<file path="src/rtl/gf_div4_if.sv">
// Operand/result handshake bundle for the GF(2^4) divider.
// The master side issues operands and consumes quotients; the slave side is the divider.
interface gf_div4_if;
  logic       in_valid;
  logic       in_ready;
  logic [3:0] a;
  logic [3:0] b;
  logic       out_valid;
  logic       out_ready;
  logic [3:0] q;
  logic       div_by_zero;

  modport master (
    output in_valid, a, b, out_ready,
    input  in_ready, out_valid, q, div_by_zero
  );

  modport slave (
    input  in_valid, a, b, out_ready,
    output in_ready, out_valid, q, div_by_zero
  );
endinterface

</file>
<file path="src/rtl/gf_div4.sv">
// Sequential GF(2^4) divider: q = a * b^-1, with b^-1 = b^14 built from three squarings.
// Not pipelined; one operation in flight, registered outputs behind valid/ready.
module gf_div4 #(
  parameter logic [3:0] POLY = 4'b0011
) (
  input  logic      clk,
  input  logic      rst_n,
  gf_div4_if.slave  bus
);

  typedef enum logic [2:0] {IDLE, SQ1, SQ2, SQ3, MUL, DONE} state_t;

  state_t     state;
  state_t     next_state;
  logic [3:0] a_r;
  logic [3:0] s;
  logic [3:0] acc;
  logic       dz;
  logic [3:0] s_sq;

  // Carry-less product folded back using x^4 = POLY, highest overflow bit first.
  function automatic logic [3:0] gf_mul(input logic [3:0] x, input logic [3:0] y);
    logic [6:0] p;
    p = '0;
    for (int i = 0; i < 4; i++)
      if (y[i]) p = p ^ ({3'b000, x} << i);
    for (int i = 6; i >= 4; i--)
      if (p[i]) p = p ^ ({3'b000, POLY} << (i - 4)) ^ (7'b000_0001 << i);
    return p[3:0];
  endfunction

  assign s_sq = gf_mul(s, s);

  always_comb begin
    next_state = state;
    case (state)
      IDLE:    if (bus.in_valid && bus.in_ready) next_state = SQ1;
      SQ1:     next_state = SQ2;
      SQ2:     next_state = SQ3;
      SQ3:     next_state = MUL;
      MUL:     next_state = DONE;
      DONE:    if (bus.out_ready) next_state = IDLE;
      default: next_state = IDLE;
    endcase
  end

  // Handshake flags are registered from next_state so in_ready stays low until the first edge after reset.
  always_ff @(posedge clk or negedge rst_n) begin
    if (!rst_n) begin
      state         <= IDLE;
      bus.in_ready  <= 1'b0;
      bus.out_valid <= 1'b0;
    end else begin
      state         <= next_state;
      bus.in_ready  <= (next_state == IDLE);
      bus.out_valid <= (next_state == DONE);
    end
  end

  always_ff @(posedge clk or negedge rst_n) begin
    if (!rst_n) begin
      a_r             <= '0;
      s               <= '0;
      acc             <= '0;
      dz              <= 1'b0;
      bus.q           <= '0;
      bus.div_by_zero <= 1'b0;
    end else begin
      case (state)
        IDLE: begin
          if (bus.in_valid && bus.in_ready) begin
            a_r <= bus.a;
            s   <= bus.b;
            acc <= 4'b0001;
            dz  <= (bus.b == 4'b0000);
          end
        end
        // Accumulate b^2 * b^4 * b^8 using the freshly squared value.
        SQ1, SQ2, SQ3: begin
          s   <= s_sq;
          acc <= gf_mul(acc, s_sq);
        end
        MUL: begin
          bus.q           <= gf_mul(a_r, acc);
          bus.div_by_zero <= dz;
        end
        default: ;
      endcase
    end
  end

endmodule
</file>
<file path="src/flat_wrapper.sv">
// flat-port wrapper written by rule: the top's interface ports become plain ports
module gf_div4_flat 
#(
  parameter logic [3:0] POLY = 4'b0011
)
  (clk, rst_n, bus_in_valid, bus_a, bus_b, bus_out_ready, bus_in_ready, bus_out_valid, bus_q, bus_div_by_zero);
  gf_div4_if bus_i ();
  input  logic clk;
  input  logic rst_n;
  input wire logic [$bits(bus_i.in_valid)-1:0] bus_in_valid;
  input wire logic [$bits(bus_i.a)-1:0] bus_a;
  input wire logic [$bits(bus_i.b)-1:0] bus_b;
  input wire logic [$bits(bus_i.out_ready)-1:0] bus_out_ready;
  output wire logic [$bits(bus_i.in_ready)-1:0] bus_in_ready;
  output wire logic [$bits(bus_i.out_valid)-1:0] bus_out_valid;
  output wire logic [$bits(bus_i.q)-1:0] bus_q;
  output wire logic [$bits(bus_i.div_by_zero)-1:0] bus_div_by_zero;
  assign bus_i.in_valid = bus_in_valid;
  assign bus_i.a = bus_a;
  assign bus_i.b = bus_b;
  assign bus_i.out_ready = bus_out_ready;
  assign bus_in_ready = bus_i.in_ready;
  assign bus_out_valid = bus_i.out_valid;
  assign bus_q = bus_i.q;
  assign bus_div_by_zero = bus_i.div_by_zero;
  gf_div4 #(.POLY(POLY)) u_core (.clk(clk), .rst_n(rst_n), .bus(bus_i));
endmodule
</file>
<file path="config.mk">
export PLATFORM = sky130hd
export DESIGN_NAME = gf_div4_flat
export DESIGN_NICKNAME = d
export VERILOG_FILES = /design/src/rtl/gf_div4_if.sv /design/src/rtl/gf_div4.sv /design/src/flat_wrapper.sv
export SDC_FILE = /design/constraint.sdc
export NUM_CORES = 1
export LEC_CHECK = 0
export CAP_MARGIN = 20
export CORE_AREA = 2 2 54 56
export CTS_CLUSTER_DIAMETER = 200
export DETAILED_ROUTE_END_ITERATION = 8
export DIE_AREA = 0 0 56 58
export GPL_TIMING_DRIVEN = 0
export PLACE_DENSITY = 0.91
export SYNTH_ARGS = -nofsm -noshare
export SYNTH_HDL_FRONTEND = slang
export SYNTH_SLANG_ARGS = --single-unit
</file>
<file path="constraint.sdc">
create_clock -name clk -period 2.8 [get_ports clk]
set_clock_uncertainty 0.15 [all_clocks]
set_input_delay 0.42 -clock clk [delete_from_list [all_inputs] [get_ports clk]]
set_output_delay 0.42 -clock clk [all_outputs]
set_load 0.02 [all_outputs]
</file>
==> results of run 1 <==
worst register-to-register path: cells and delay by family, from the launching register on:
kind,cells,cell delay (ns)
flip-flops,1,0.35
AND/OR/NAND/NOR,1,0.28
AO/OA/AOI/OAI,1,0.24
buffers and inverters,2,0.68
metrics by stage:
step | setup WS [ns] | area, sq um | std cells | util | power, mW
floorplan | 1.19 | 1510 | 178 | - | 1.78
finish | 0.912 | 1780 | 232 | 0.670 | 2.27
global route | 0.781 | 1780 | 232 | 0.670 | 2.47
detailed placement | 0.751 | 1730 | 227 | 0.649 | 2.11
CTS | 0.905 | 1760 | 231 | 0.660 | 2.27
global placement | 0.780 | 1730 | 227 | 0.649 | 2.04
flip-flops by register name (all words and copies together), names as in the netlist:
register and flops:
u_core.bus.q 4, u_core.a_r 4, u_core.bus.div_by_zero 1, u_core.bus.out_valid 1, u_core.dz 1, u_core.s 4, u_core.bus.in_ready 1, u_core.acc 4
u_core.state 3
worst paths after layout:
| path | start | endpoint |
|---|---|---|
| setup / recovery | u_core.bus.in_ready | bus_in_ready |
| hold / removal | rst_n | u_core.acc[3] |
| setup reg to reg | u_core.state[2] | u_core.state[0] |
| hold reg to reg | u_core.bus.q[2] | u_core.bus.q[2] |
| max in group asynchronous | rst_n | u_core.s[1] |
| min in group clk | u_core.bus.q[2] | u_core.bus.q[2] |
logic make-up (layout without fill, tap and decap cells):
| family | count (synthesis) | in the layout | synth area share |
|---|---|---|---|
| AOI/OAI and AO/OA | 29 | 29 | 0.136 |
| xor gates and xnor gates | 24 | 24 | 0.144 |
| and+or+nand+nor | 81 | 81 | 0.254 |
| muxes | 4 | 4 | 0.0340 |
| DFF | 23 | 23 | 0.381 |
| buffers and inverters | 17 | 40 | 0.0505 |
cells in the mapped netlist:
cell,n
nand2_1,49
dfrtp_1,23
xnor2_1,13
xor2_1,10
nor2_1,9
buf_2,7
o21ai_1,7
clkbuf_1,5
o21ai_0,5
inv_1,4
nand2b_1,3
nand3_1,3
nor2b_1,3
nor3_1,3
o22ai_1,3
a21oi_1,2
a221oi_2,2
a22oi_1,2
and4bb_1,2
mux2_4,2
a211oi_1,1
a221o_1,1
a31oi_1,1
and2_1,1
and4_1,1
and4b_1,1
buf_4,1
mux2_2,1
mux2i_1,1
nand3b_1,1
nand4b_1,1
nand4bb_1,1
nor3b_1,1
o211ai_2,1
o21ai_2,1
o22a_1,1
o311ai_0,1
o32ai_1,1
or2_0,1
or4_1,1
xnor2_2,1
power groups by stage:
| stage | combinational (mW) | clock, mW | sequential [mW] |
|---|---|---|---|
| 6_report | 1.46 | 0.161 | 0.641 |
| 5_1_grt | 1.63 | 0.180 | 0.662 |
| 4_1_cts | 1.47 | 0.162 | 0.636 |
| 3_5_place_dp | 1.46 | 0 | 0.644 |
| 3_3_place_gp | 1.41 | 0 | 0.631 |
| 2_1_floorplan | 1.13 | 0 | 0.653 |
cell type report:
cell class / instances / area share
Multi-Input combinational cell: 138 / 0.481
Sequential cell: 23 / 0.323
Timing Repair Buffer: 19 / 0.116
Buffer: 13 / 0.0344
Tap cell: 31 / 0.0217
Clock buffer: 3 / 0.0126
Inverter: 4 / 0.00842
Clock inverter: 1 / 0.00281
per-layer routing:
| metal | part of all wire | up-vias | GRT usage |
|---|---|---|---|
| li1 | - | 646 | - |
| met1 | 0.45 | 608 | 0.269 |
| met2 | 0.50 | 26 | 0.365 |
| met3 | 0.037 | 4 | 0.0313 |
| met4 | 0.010 | 0 | 0.0816 |
| met5 | 0 | - | 0 |
==> run summary, run 1 <==
type of the worst min-delay path - in -> async
P_leak - 0.782 nW
number of CTS-inserted buffers - 3
CP Max Fanout - 3
Hold Fails Final Rpt - 0
cell chain of the critical path - clkdlybuf4s50_1
Clk Latency, worst-skew pair - 0.32 ns
area of the multi-input gates - 858 sq um
Unique masters post-synth - 41
Least-Margin Pin Slew - 0.479 ns
synthesized net count - 190
Die Ht - 58 um
Clock Power Share - 0.071
initial antenna violation count - 0
fin crit share - 0.674
filler cell count - 219
Die Area - 3250 sq um
Switch Pwr - 1.04 mW
R2R cell count - 4
commonest non-fill, non-tap cells in the layout - nand2_1, dfrtp_1, clkdlybuf4s50_1
crit path capture type - output port
CTS tree - yes
Crit path depth - 1
switching part of the total power - 0.459
first-pass GRT wire length - 5.36 mm
GRT Util Overall - 0.211
Die Wd - 56 um
dominant cells by area after synthesis - dfrtp_1, nand2_1, xnor2_1
WP data arrival - 1.32 ns
clk slew on worst S/H paths - 0.13 ns
slowest cell delay on critical path - 0.61 ns
grt total ovfl - 0
post-CTS setup buffer count - 0
Internal - 1.23 mW
register bit total from synthesis - 23
Max VDD drop - 0.788 mV
initial core utilization - 0.567
R2R Setup Slk - 0.95 ns
Clock Path Buffers - 2
Comb pwr share - 0.646
First DRT Iteration DRCs - 35
outcome - completed
vias in the first global route - 1183
vias per cell - 5.53
Vias - 1284
Final #Nets - 214
hold buffer count at CTS - 0
H-tree levels - 1
post-synthesis area per instance - 8.48 sq um
largest net degree at the start of global routing - 24
CP Class - reg -> out
core area - 2660 sq um
Sequential Area - 576 sq um
sequential power share - 0.283
DRT antenna net count - 0
Achievable Freq - 530 MHz
Site Rows - 19
Sum Neg Setup Slack - 0 ns
wirelength, routed - 3.09 mm
final count of pins violating max slew - 0
Slew HR - 0.681
Largest delay share family, worst path - buffers and inverters
Pre-Repair DR Iteration Count - 4
hpwl dp - 2.27 mm
Synth warnings - 0
crit path buf inv count - 1
routability cong. - 0.817
DR DRC count - 0
Crit path required time - 2.23 ns
Gate Count Post-Synth - 178
layout cells sized above 1 - 0.104
WL/cell - 13.3 um
Cell Pwr Density - 1270 nW/um^2
Max Cap Viol - 0
Ports - 19
most common cell after layout, fill and taps aside - nand2_1
Worst setup SP type - flop
final setup fails - 0
Clock Sinks - 23
antenna diode count - 0
hold slack - 0.191 ns
PostCTS Resize Cnt - 0
post-route minimum period - 1.89 ns
area share of the largest cell type after synthesis - 0.381
post-synthesis sequential area ratio - 0.381
CP max-delay cell - clkdlybuf4s50_1
CTS Root Cell - clkbuf_4
Area Growth Syn to Fin - 18.1%
area of the mapped netlist - 1510 sq um
number of port buffers - 18
Synth area leader - dfrtp_1
RSZ-0062 raised after global routing - false
(Power assumes the default switching activity.)
==> run 2: changes to the inputs <==
Settings changed: CORE_AREA 2 2 54 56 to 2 2 59 61, DIE_AREA 0 0 56 58 to 0 0 61 63, PLACE_DENSITY 0.91 to 0.81.
Clock period 2.8 ns to 1.6 ns, I/O delays scaled along.
==> run 2 against run 1 <==
Compared with the run above: first-iteration DRC count up 2.9%; die area is 18% higher; count of clock-buffer cells in the layout did not move; highest routed layer unchanged; wire length up 14%; sequential power grew 76%; the flow now finishes with violations (setup timing); sequential share of layout area shrank 3.2 points; sequential cell count stayed put; critical endpoint is now u_core.acc[1].
==> run summary, run 2 (synthesis results as in run 1) <==
outcome - complete, but fails checks
failing checks - setup timing
fin crit share - 1.09
initial core utilization - 0.467
Final #Nets - 225
worst r2r src - u_core.acc[1]
grt total ovfl - 0
most common cell after layout, fill and taps aside - nand2_1
Slew HR - 0.786
Clock Path Buffers - 2
DRT antenna net count - 0
Max Cap Viol - 0
hold buffer count at CTS - 0
Clk Latency, worst-skew pair - 0.32 ns
Ports - 19
commonest non-fill, non-tap cells in the layout - nand2_1, buf_4, dfrtp_1
Worst setup SP type - flop
Final Cell Area - 2000 sq um
Pre-Repair DR Iteration Count - 4
post-route minimum period - 1.74 ns
Area Growth Syn to Fin - 32.5%
initial antenna violation count - 0
first-pass GRT wire length - 5.66 mm
clk slew on worst S/H paths - 0.13 ns
Site Rows - 21
Non-Filler Instances - 258
Clock Sinks - 23
First DRT Iteration DRCs - 36
final setup fails - 4
Design Power - 4.51 mW
Die Ht - 63 um
vias per cell - 5.17
WP data arrival - 1.82 ns
antenna diode count - 0
Max VDD drop - 1.29 mV
layout cells sized above 1 - 0.245
Crit path required time - 1.68 ns
routability cong. - 0.804
Critical Path Start - u_core.acc[1]
P_leak - 0.903 nW
CP Class - reg -> reg
RSZ-0062 raised after global routing - true
Vias - 1335
WL/cell - 13.6 um
Finished Core Util - 0.619
largest net degree at the start of global routing - 24
dpl cell area - 1750 sq um
CTS tree - yes
R2R cell count - 5
GRT Util Overall - 0.193
DR DRC count - 0
type of the worst min-delay path - in -> async
Least-Margin Pin Slew - 0.319 ns
core area - 3230 sq um
number of CTS-inserted buffers - 3
vias in the first global route - 1275
crit path capture type - flop
H-tree levels - 1
fin worst setup slack - -0.139 ns
CP Max Fanout - 6
Achievable Freq - 575 MHz
wirelength, routed - 3.51 mm
Hold Fails Final Rpt - 0
Die Wd - 61 um
Die Area - 3840 sq um
CTS Root Cell - clkbuf_4
final count of pins violating max slew - 0
Sum Neg Setup Slack - -0.272 ns
dpl cells - 242
number of port buffers - 18
Cell Pwr Density - 2250 nW/um^2
hpwl dp - 2.29 mm
[run 2: cell count changes in the layout (fill, tap and decap cells not counted), moves of 4 or more]
cell	before	now
buf_4	1	18
buf_2	7	0
clkdlybuf4s50_1	18	11
dlygate4sd2_1	0	7
clkbuf_1	5	0
dfrtp_1	23	18
dfrtp_2	0	5
buf_6	0	4
[run 2: layout make-up]
| type | instances | area [sq um] |
|---|---|---|
| buffer | 11 | 92.6 |
| clock buffer | 3 | 22.5 |
| clock inverter | 1 | 5.00 |
| fill | 278 | 1230 |
| inverter | 4 | 15.0 |
| multi-input combinational | 138 | 930 |
| sequential | 23 | 582 |
| tap | 46 | 57.6 |
| timing repair buffer | 32 | 297 |
[run 2: power by group]
group          total, mW  leakage [nW]  switching [mW]  internal (mW)
clock network      0.283        0.0177           0.189         0.0939
logic               3.09         0.603            1.56           1.53
registers           1.13         0.282           0.270          0.859
[run 2: critical path: stages, from the launching register on]
cell and delay (ns):
dfrtp_2 0.47, mux2_4 0.31, a221oi_2 0.24, xor2_1 0.23
xnor2_1 0.17, o21ai_2 0.06
[run 2: final timing paths]
kind	end	slack (ns)
min in group clk	u_core.a_r[3]	0.29
max in group asynchronous	u_core.acc[1]	0.89
hold reg to reg	u_core.bus.q[1]	0.34
setup / recovery	u_core.acc[1]	-0.14
setup reg to reg	u_core.acc[1]	-0.14
hold / removal	u_core.bus.q[0]	0.003
[run 2: through the flow]
stage	setup slack [ns]	hold WS, ns
after floorplan	-0.00324	-0.206
after global placement	-0.213	0.311
after detailed placement	-0.249	0.325
after CTS	-0.118	0.295
after global routing	-0.216	0.00397
final	-0.139	0.00314
[run 2: repair_timing]
item	CTS	global route
setup buffers	4	9
setup endpoints to repair	26	11
gates resized for setup	20	21
pin swaps	6	12
[run 2: metal layers]
metal | share of wire | GRT usage
met1 | 0.40 | 0.246
met2 | 0.52 | 0.313
met3 | 0.047 | 0.0414
met4 | 0.026 | 0.0734
met5 | 0 | 0
==> run 3: changes to the inputs <==
Settings changed: HOLD_SLACK_MARGIN set to 0.1, RECOVER_POWER set to 50.
==> run 3 against run 2 <==
Compared with the run above: count of clock-buffer cells in the layout did not move; die area did not move; hold slack improved by 0.28 ns; global-route usage did not move; via count rose by 1.3%; cell count rose by 0.39%; core utilization fell by 0.43 points; sequential power barely moved; wire length barely moved; the flow still finishes with violations (setup timing).
==> run summary, run 3 (synthesis results as in run 1) <==
Max VDD drop - 1.29 mV
Die Ht - 63 um
DRT antenna net count - 0
Final #Nets - 226
critical path endpoint - u_core.acc[1]
Crit path required time - 1.68 ns
routability cong. - 0.804
Slew HR - 0.790
first-pass GRT wire length - 5.66 mm
Die Area - 3840 sq um
vias per cell - 5.22
sequential power share - 0.251
Vias - 1352
vias in the first global route - 1275
final setup fails - 4
outcome - complete, but fails checks
Reg-to-Reg End - u_core.acc[1]
commonest non-fill, non-tap cells in the layout - nand2_1, dfrtp_1, buf_4
Area Growth Syn to Fin - 31.6%
DR DRC count - 0
R2R cell count - 5
Max Cap Viol - 0
Die Wd - 61 um
core area - 3230 sq um
Clk Latency, worst-skew pair - 0.32 ns
number of CTS-inserted buffers - 3
Hold Fails Final Rpt - 0
Clock Path Buffers - 2
Worst setup SP type - flop
initial core utilization - 0.467
hpwl dp - 2.29 mm
type of the worst min-delay path - in -> reg
dpl cells - 242
Critical Path Start - u_core.acc[1]
CP Class - reg -> reg
CP Max Fanout - 6
RSZ-0062 raised after global routing - true
number of port buffers - 18
Internal - 2.47 mW
worst r2r src - u_core.acc[1]
Cell Pwr Density - 2260 nW/um^2
Site Rows - 21
Non-Filler Instances - 259
P_leak - 0.896 nW
fin worst setup slack - -0.134 ns
crit path capture type - flop
layout cells sized above 1 - 0.239
wirelength, routed - 3.52 mm
WL/cell - 13.6 um
Achievable Freq - 577 MHz
clk slew on worst S/H paths - 0.13 ns
Pre-Repair DR Iteration Count - 4
WP data arrival - 1.81 ns
Ports - 19
fin crit share - 1.08
CTS tree - yes
final count of pins violating max slew - 0
post-route minimum period - 1.73 ns
initial antenna violation count - 0
hold slack - 0.283 ns
GRT Util Overall - 0.193
most common cell after layout, fill and taps aside - nand2_1
First DRT Iteration DRCs - 33
Clock Sinks - 23
Switch Pwr - 2.02 mW
largest net degree at the start of global routing - 24
grt total ovfl - 0
Clock Power Share - 0.063
R2R Setup Slk - -0.13 ns
H-tree levels - 1
Comb pwr share - 0.686
Least-Margin Pin Slew - 0.314 ns
antenna diode count - 0
CTS Root Cell - clkbuf_4
switching part of the total power - 0.450
failing checks - setup timing
run 3: changes by cell type in the layout (fill, tap and decap cells not counted), sizes merged:
cell,delta
dlygate4sd3,+2
clkdlybuf4s50,-1
buf,-2
clkbuf,+2
run 3: metal layers:
layer | up-vias | part of all wire | GRT usage
li1 | 666 | - | -
met3 | 10 | 0.040 | 0.0414
met2 | 38 | 0.53 | 0.313
met4 | 0 | 0.022 | 0.0734
met1 | 638 | 0.41 | 0.246
met5 | - | 0 | 0
run 3: cell type report:
cell class,instances,area [sq um]
Fill cell,277,1240
Multi-Input combinational cell,138,930
Sequential cell,23,582
Timing Repair Buffer,33,283
Buffer,11,92.6
Tap cell,46,57.6
Clock buffer,3,22.5
Inverter,4,15.0
Clock inverter,1,5.00
run 3: power by group through the flow:
| stage | combinational, mW | clock, mW | sequential (mW) |
|---|---|---|---|
| after global routing | 3.41 | 0.312 | 1.16 |
| after global placement | 2.49 | 0 | 1.11 |
| after CTS | 2.70 | 0.283 | 1.11 |
| final | 3.08 | 0.283 | 1.13 |
| after detailed placement | 2.56 | 0 | 1.12 |
| after floorplan | 1.98 | 0 | 1.14 |
run 3: critical path: stages, from the launching register on:
cell,delay (ns)
dfrtp_2,0.47
mux2_4,0.31
a221oi_2,0.24
xor2_1,0.23
xnor2_1,0.17
o21ai_2,0.06
run 3: through the flow:
stage	util	setup TNS (ns)	worst slack, ns	cell area (sq um)	total power [mW]
final	0.615	-0.272	-0.134	1990	4.49
after floorplan	-	-0.00324	-0.00324	1510	3.13
after global placement	0.542	-3.32	-0.213	1750	3.60
after global routing	0.615	-1.00	-0.216	1990	4.89
after detailed placement	0.542	-4.45	-0.249	1750	3.68
after CTS	0.568	-0.315	-0.118	1830	4.09
run 3: worst min-delay path by stage:
stage	slack (ns)	end	depth (start not counted)	from
5_1_grt	0.31	u_core.a_r[3]	3	bus_a[3]
6_report	0.28	u_core.a_r[3]	3	bus_a[3]
3_5_place_dp	0.32	u_core.bus.q[2]	2	u_core.bus.q[2]
4_1_cts	0.29	u_core.a_r[3]	3	bus_a[3]
3_3_place_gp	0.31	u_core.dz	2	u_core.dz
2_1_floorplan	-0.21	u_core.a_r[0]	0	rst_n
run 3: timing repair:
item	CTS	global route
pin swaps	6	12
hold buffers	0	1
gates resized for setup	20	21
setup endpoints to repair	26	11
hold endpoints to repair	0	4
setup buffers	4	9
